`config.mk`:
```
export PLATFORM = sky130hd
export DESIGN_NAME = systolic_result_drain
export DESIGN_NICKNAME = d
export VERILOG_FILES = /design/src/rtl/npu_pkg.sv /design/src/rtl/systolic_result_drain.sv
export SDC_FILE = /design/constraint.sdc
export NUM_CORES = 1
export LEC_CHECK = 0
export CAP_MARGIN = 20
export CORE_MARGIN = 2
export CORE_UTILIZATION = 49
export CTS_CLUSTER_DIAMETER = 200
export DETAILED_ROUTE_END_ITERATION = 12
export PLACE_DENSITY = 0.76
export SYNTH_ARGS = -nofsm -noshare
export SYNTH_HDL_FRONTEND = slang
export SYNTH_SLANG_ARGS = --single-unit
```
`constraint.sdc`:
```
create_clock -name clk -period 3.15 [get_ports clk]
set_input_delay 0.63 -clock clk [delete_from_list [all_inputs] [get_ports clk]]
set_output_delay 0.63 -clock clk [all_outputs]
set_load 0.01 [all_outputs]
```
`src/rtl/npu_pkg.sv`:
```
// npu_pkg: shared NPU types and default widths.
package npu_pkg;
    typedef enum logic [1:0] {IDLE, COLLECT, DRAIN} drain_state_t;
    localparam int RESULT_W = 16;
endpackage

```
`src/rtl/systolic_result_drain.sv`:
```
// systolic_result_drain: captures each PE result once per job and streams the
// full set out in PE-index order over valid/ready.
module systolic_result_drain import npu_pkg::*; #(
    parameter int N = 2,
    parameter int W = RESULT_W,
    localparam int NUM_PE = N * N,
    localparam int IW = (NUM_PE > 1) ? $clog2(NUM_PE) : 1
) (
    input  logic              clk,
    input  logic              rst,
    input  logic              start,
    input  logic [W-1:0]      pe_out [NUM_PE],
    input  logic [NUM_PE-1:0] pe_done,
    output logic              m_valid,
    input  logic              m_ready,
    output logic [W-1:0]      m_data,
    output logic [IW-1:0]     m_index,
    output logic              m_last,
    output logic              busy,
    output logic              overrun
);
    drain_state_t r_state, w_next;
    logic [NUM_PE-1:0] r_captured, w_cap_new, w_mask_next;
    logic [W-1:0]      r_buf [NUM_PE];
    logic [IW-1:0]     r_cnt, w_cnt_inc;
    logic              w_ovr, w_start_ok, w_enter_drain, w_hs;

    assign w_cap_new     = (r_state == COLLECT) ? (pe_done & ~r_captured) : '0;
    assign w_mask_next   = r_captured | w_cap_new;
    assign w_ovr         = (r_state != IDLE) && |(pe_done & r_captured);
    assign w_start_ok    = (r_state == IDLE) && start;
    assign w_enter_drain = (r_state == COLLECT) && (w_next == DRAIN);
    assign w_hs          = (r_state == DRAIN) && m_ready;
    assign w_cnt_inc     = r_cnt + IW'(1);
    assign m_index       = r_cnt;

    always_comb begin
        w_next = r_state;
        case (r_state)
            IDLE:    if (start) w_next = COLLECT;
            COLLECT: if (&w_mask_next) w_next = DRAIN;
            DRAIN:   if (m_ready && m_last) w_next = IDLE;
            default: w_next = IDLE;
        endcase
    end

    always_ff @(posedge clk or negedge rst) begin
        if (!rst) r_state <= IDLE;
        else      r_state <= w_next;
    end

    // Buffer needs no reset: every entry is rewritten before it can be drained.
    always_ff @(posedge clk) begin
        for (int k = 0; k < NUM_PE; k++)
            if (w_cap_new[k]) r_buf[k] <= pe_out[k];
    end

    always_ff @(posedge clk or negedge rst) begin
        if (!rst) begin
            r_captured <= '0;
            r_cnt      <= '0;
            m_valid    <= 1'b0;
            m_data     <= '0;
            m_last     <= 1'b0;
            busy       <= 1'b0;
            overrun    <= 1'b0;
        end else begin
            busy <= (w_next != IDLE);
            if (w_start_ok) begin
                r_captured <= '0;
                overrun    <= 1'b0;
            end else begin
                r_captured <= w_mask_next;
                if (w_ovr) overrun <= 1'b1;
            end
            // Beat 0 may come from a capture on this very edge, so bypass the buffer.
            if (w_enter_drain) begin
                m_valid <= 1'b1;
                r_cnt   <= '0;
                m_data  <= w_cap_new[0] ? pe_out[0] : r_buf[0];
                m_last  <= (NUM_PE == 1);
            end else if (w_hs) begin
                if (m_last) begin
                    m_valid <= 1'b0;
                    m_last  <= 1'b0;
                end else begin
                    r_cnt  <= w_cnt_inc;
                    m_data <= r_buf[w_cnt_inc];
                    m_last <= (w_cnt_inc == IW'(NUM_PE - 1));
                end
            end
        end
    end
endmodule

```
* After elaboration in Yosys (flattened, before gate mapping)
Memory sizes are Yosys's and may differ from the RTL's.
Cells that the tools add are included.
Widths: inputs -> output; s select.
** Word-level totals
- Register bits after elaboration :: 28
- Bits in writable memories :: 64
- Input port bits :: 72
- Word-level logic and storage cells :: 63
- Memories :: 1
** Cells by class
- $add $sub $neg :: 1
- Eq/ne operators :: 5
- Mux-type cells :: 29
- Bitwise operators :: 4
- Reduce and logical (&&, ||, !) cells :: 15
** Memory list
- r_buf :: words 4, width 16, read ports 2, clocked after memory_dff 0, write ports 4, line systolic_result_drain.sv:24 : logic [W-1:0] r_buf [NUM_PE];
** Operators by type and width (count)
- $mux 16 :: 4
- $mux 1 :: 16
- $mux 2 :: 6
- $reduce_bool 2->1 :: 5
- $and 4x4->4 :: 2
- $mux 4 :: 2
- $eq 2x2->1 const B :: 3
- $pmux 2 s3 :: 1
- $logic_and 1x1->1 :: 5
- $not 4->4 :: 1
- $or 4x4->4 :: 1
- $reduce_and 2->1 :: 2
- $reduce_and 4->1 :: 1
- $reduce_or 4->1 :: 1
- $add 2x1->2 const B :: 1
- $eq 2x1->1 const B :: 1
- $logic_not 2->1 :: 1
- $ne 2x1->1 const B :: 1

* Logic depth before layout (Yosys ltp)
- Depth after elaboration :: 11
- Mapped depth :: 9
- Gate-level depth less buffers :: 5

* Worst setup path before layout
No wires, ideal clock.
- Path type :: input port to flip-flop
- Start point :: input pe_done[3]
- End point :: memory r_buf[3][0] (netlist name) (enable)
- Library setup time :: 431 ps
- Data arrival time :: 2286 ps
- Setup slack :: 433 ps
- Cell stages on the path :: 1
- Cell sequence :: nor4bb_1
** RTL lines
- start: declaration :: line systolic_result_drain.sv:13 : input logic [NUM_PE-1:0] pe_done,
- end: declaration :: line systolic_result_drain.sv:24

* Worst setup path in the final report
- Start point :: register r_cnt[1], in the netlist m_index[1]
- End point :: register m_data[9]
** On the way
- Word-level cells in the longest chain between the ends :: 5
** Ends and longest elaborated chain
- start: declaration :: line systolic_result_drain.sv:25 : logic [IW-1:0] r_cnt, w_cnt_inc;
- start signal: assignment :: line systolic_result_drain.sv:87 : r_cnt <= w_cnt_inc;
- $add 2x1->2 :: line systolic_result_drain.sv:34 : assign w_cnt_inc = r_cnt + IW'(1);
- $mem_v2 4x16
- $mux 16 :: line systolic_result_drain.sv:83 : if (m_last) begin
- $mux 16 :: line systolic_result_drain.sv:82 : end else if (w_hs) begin
- $mux 16 :: line systolic_result_drain.sv:77 : if (w_enter_drain) begin
- end signal: assignment :: line systolic_result_drain.sv:80 : m_data <= w_cap_new[0] ? pe_out[0] : r_buf[0];
- end signal: assignment :: line systolic_result_drain.sv:88 : m_data <= r_buf[w_cnt_inc];
- end: declaration :: line systolic_result_drain.sv:16 : output logic [W-1:0] m_data,
Every way passes these cells. The select of a mux whose other input is x is not followed.
A chain may end at the register's enable or synchronous reset.

==> reports/qor.csv <==
stage,metric,value,unit
run_status,result of the run,finished clean,
global_routing,first-pass GRT wire length,12100,um
drt,final wirelength,7800,um
die,Die ar.,8460,um2
synthesis,unique cell type count in the Yosys netlist,32,
power_and_ir_drop,peak supply drop,455,uV
global_routing,Total GRT Usage,0.194,
timing,maximum frequency from static timing analysis,437,MHz
final_layout,"Non-Filler Cell Area, Final",5070,um2
placement,final estimated routing congestion in global placement,0.847,
clock_tree,# resized after CTS,0,
synthesis,number of nets in the synthesized netlist,294,
worst_setup_path,required time at the worst-slack endpoint,3.39,ns
synthesis,number of synthesized register bits,92,
synthesis,main area contributors after synthesis,"sky130_fd_sc_hd__edfxtp_1 38%, sky130_fd_sc_hd__dfrtp_1 18%, sky130_fd_sc_hd__mux2_2 12%",
synthesis,number of cells produced by synthesis,221,
die,I/O pins,94,
synthesis,post-synthesis average cell area,17.2,um2
clock_tree,number of sinks handled by clock tree synthesis,92,
timing,Setup TNS,0,ns
global_routing,via count of the first global-routing pass,2347,
synthesis,number of enable flip-flop cells after synthesis,48,
drt,total number of vias,2241,
timing,slew of the pin with the lowest slew margin,0.818,ns
clock_tree,cts-stage hold buffer count,0,
timing,number of slew-limit violations in the final report,0,
final_layout,total number of nets in the final design,393,
final_layout,core utilization of the finished layout,0.666,
timing,number of setup violations in the final report,0,
drt,Avg WL per Cell,18.3,um
synthesis,number of warnings issued by yosys,0,
worst_hold_path,worst hold stages,1,
drt,violation count after the first detailed-routing iteration,56,
drt,first drt pass iteration count,4,
die,Site Rows,32,
clock_tree,clock insertion delay at the later pin of the skew report,0.35,ns
global_routing,largest net degree at the start of global routing,29,
worst_setup_path,kind of launch point of the worst setup path,flip-flop,
die,placeable core region,7610,um2
synthesis,main flop type after synthesis,sky130_fd_sc_hd__edfxtp_1,
timing,Final Critical Period,2.29,ns
worst_setup_path,worst-path fanout max,17,
worst_setup_path,endpoint kind of the worst setup timing path,flip-flop,
timing,number of failing hold endpoints at the final stage,0,
synthesis,Netlist Area Pre-Place,3790,um2
global_routing,antenna violations before repair,0,
die,die height,92.0,um
worst_setup_path,arrival time reported for the critical path endpoint,2.53,ns
clock_tree,cts bufs inserted,9,
final_layout,"leading cell types in the layout, fill and taps excluded","93 x sky130_fd_sc_hd__clkdlybuf4s50_1, 48 x sky130_fd_sc_hd__edfxtp_1, 41 x sky130_fd_sc_hd__mux2_2, 28 x sky130_fd_sc_hd__dfrtp_1",
power_and_ir_drop,power density over the cells,880,nW/um2
die,initial core utilization,0.499,
worst_hold_path,hold crit path type,reg2reg,
synthesis,portion of the post-synthesis area used by sequential elements,0.649,
worst_setup_path,number of cells on the worst reg-to-reg path,4,
drt,ratio of routed vias to standard cells,5.25,
clock_tree,Clock H-tree levels,3,
placement,Port Buf Inserts,93,
drt,post-route antenna net violation count,0,
run,count of maximum capacitance violations,0,
worst_setup_path,class of the most critical setup path,reg2reg,
final_layout,share of layout cells above drive strength 1,0.283,
timing,final period utilization,0.727,
clock_tree,Clock Pin Slew Worst Setup and Hold Paths,0.09,ns
timing,final critical-path setup slack,0.859,ns
final_layout,"most common cell after layout, fill and taps aside",sky130_fd_sc_hd__clkdlybuf4s50_1,
synthesis,fraction of registers with async set/reset,0.304,
synthesis,Yosys top cell area share,0.380,
placement,total placed instance area,4870,um2
clock_tree,clock tree from TritonCTS,built,
timing,Worst slew margin,0.455,
clock_tree,Setup Buffers After CTS,0,
global_routing,overflow left after global routing,0,
placement,dpl hpwl,5440,um
synthesis,"area leader, netlist",sky130_fd_sc_hd__edfxtp_1,
die,die width,92.0,um
clock_tree,clock tree root driver cell,sky130_fd_sc_hd__clkbuf_8,
drt,# DRC,0,
final_layout,layout filler cell count,557,
final_layout,Layout Area Growth over Synthesis,33.5,%
final_layout,antenna fix cells,0,
power_and_ir_drop,total power draw,4.46,mW
timing,unrepaired setup endpoints after global routing,false,
timing,Worst Clk Skew,0.0133,ns
placement,Place WS,0.589,ns
power_and_ir_drop,leak pwr,1.86,nW
clock_tree,buffer depth of the longest clock path,2,
[cells in the mapped netlist (2+ instances only)]
cell type and number:
sky130_fd_sc_hd__inv_1 6, sky130_fd_sc_hd__buf_2 6, sky130_fd_sc_hd__dfrtp_1 28, sky130_fd_sc_hd__buf_6 3, sky130_fd_sc_hd__nor4bb_1 4, sky130_fd_sc_hd__o21ai_0 2, sky130_fd_sc_hd__mux2_4 7, sky130_fd_sc_hd__dfxtp_1 16
sky130_fd_sc_hd__a21oi_1 13, sky130_fd_sc_hd__mux2_2 41, sky130_fd_sc_hd__edfxtp_1 48, sky130_fd_sc_hd__nor2_1 6, sky130_fd_sc_hd__nand2b_1 3, sky130_fd_sc_hd__nand2_1 4, sky130_fd_sc_hd__mux4_2 16, sky130_fd_sc_hd__and2_1 2
[stage by stage]
stage | cells | hold WS (ns)
after floorplan | 221 | 0.334
after global placement | 411 | 0.482
after detailed placement | 411 | 0.487
after CTS | 427 | 0.508
after global routing | 427 | 0.534
final | 427 | 0.509
[state kept, by name, indices dropped and copies added, names as in the netlist]
| signal | flops |
|---|---|
| r_captured | 4 |
| r_state | 2 |
| m_valid | 1 |
| r_buf | 64 |
| overrun | 1 |
| m_data | 16 |
| m_index | 2 |
| m_last | 1 |
| busy | 1 |
[final cells by class]
cell class | instances | area [um2] | area share
timing repair buffer | 100 | 983 | 0.194
clock inverter | 6 | 65.1 | 0.0128
multi-input combinational | 111 | 1280 | 0.252
tap | 102 | 128 | 0.0252
inverter | 6 | 22.5 | 0.00445
clock buffer | 10 | 128 | 0.0252
sequential | 92 | 2460 | 0.486
[worst max-delay path, cell delays in order, from the launching register on]
cell	delay (ns)
sky130_fd_sc_hd__dfrtp_1	0.41
sky130_fd_sc_hd__ha_1	0.83
sky130_fd_sc_hd__mux4_2	0.42
sky130_fd_sc_hd__mux2_2	0.28
sky130_fd_sc_hd__mux2_4	0.25
[layer usage]
layer  share of wire  global-route usage  routed length [um]
met1            0.43               0.249                3370
met2            0.51               0.321                3950
met3           0.048              0.0526                 371
met4           0.014              0.0634                 106
met5               0                   0                   0
[report_power, final]
part	switching (mW)	internal, mW	total [mW]
Sequential	0.268	1.69	1.96
Combinational	0.679	1.05	1.73
Clock	0.398	0.367	0.766
[worst paths after layout]
path                             startpoint           to  slack (ns)
worst max-delay path             m_index[1]    m_data[9]        0.86
worst min-delay path            r_buf[0][1]  r_buf[0][1]        0.51
worst max register to register   m_index[1]    m_data[9]        0.86
worst min register to register  r_buf[0][1]  r_buf[0][1]        0.51
max in group asynchronous               rst    m_data[1]        2.19
min in group asynchronous               rst   m_data[14]        0.66
[cells by family after synthesis]
kind of cell,share of synthesized area
xor gates and xnor gates,0.00231
buffers and inverters,0.0267
DFF,0.649
AOI/OAI and AO/OA,0.0327
muxes,0.247
and+or+nand+nor,0.0389
adders and majority gates,0.00330
Note: power is estimated with default switching activity, not from simulation.
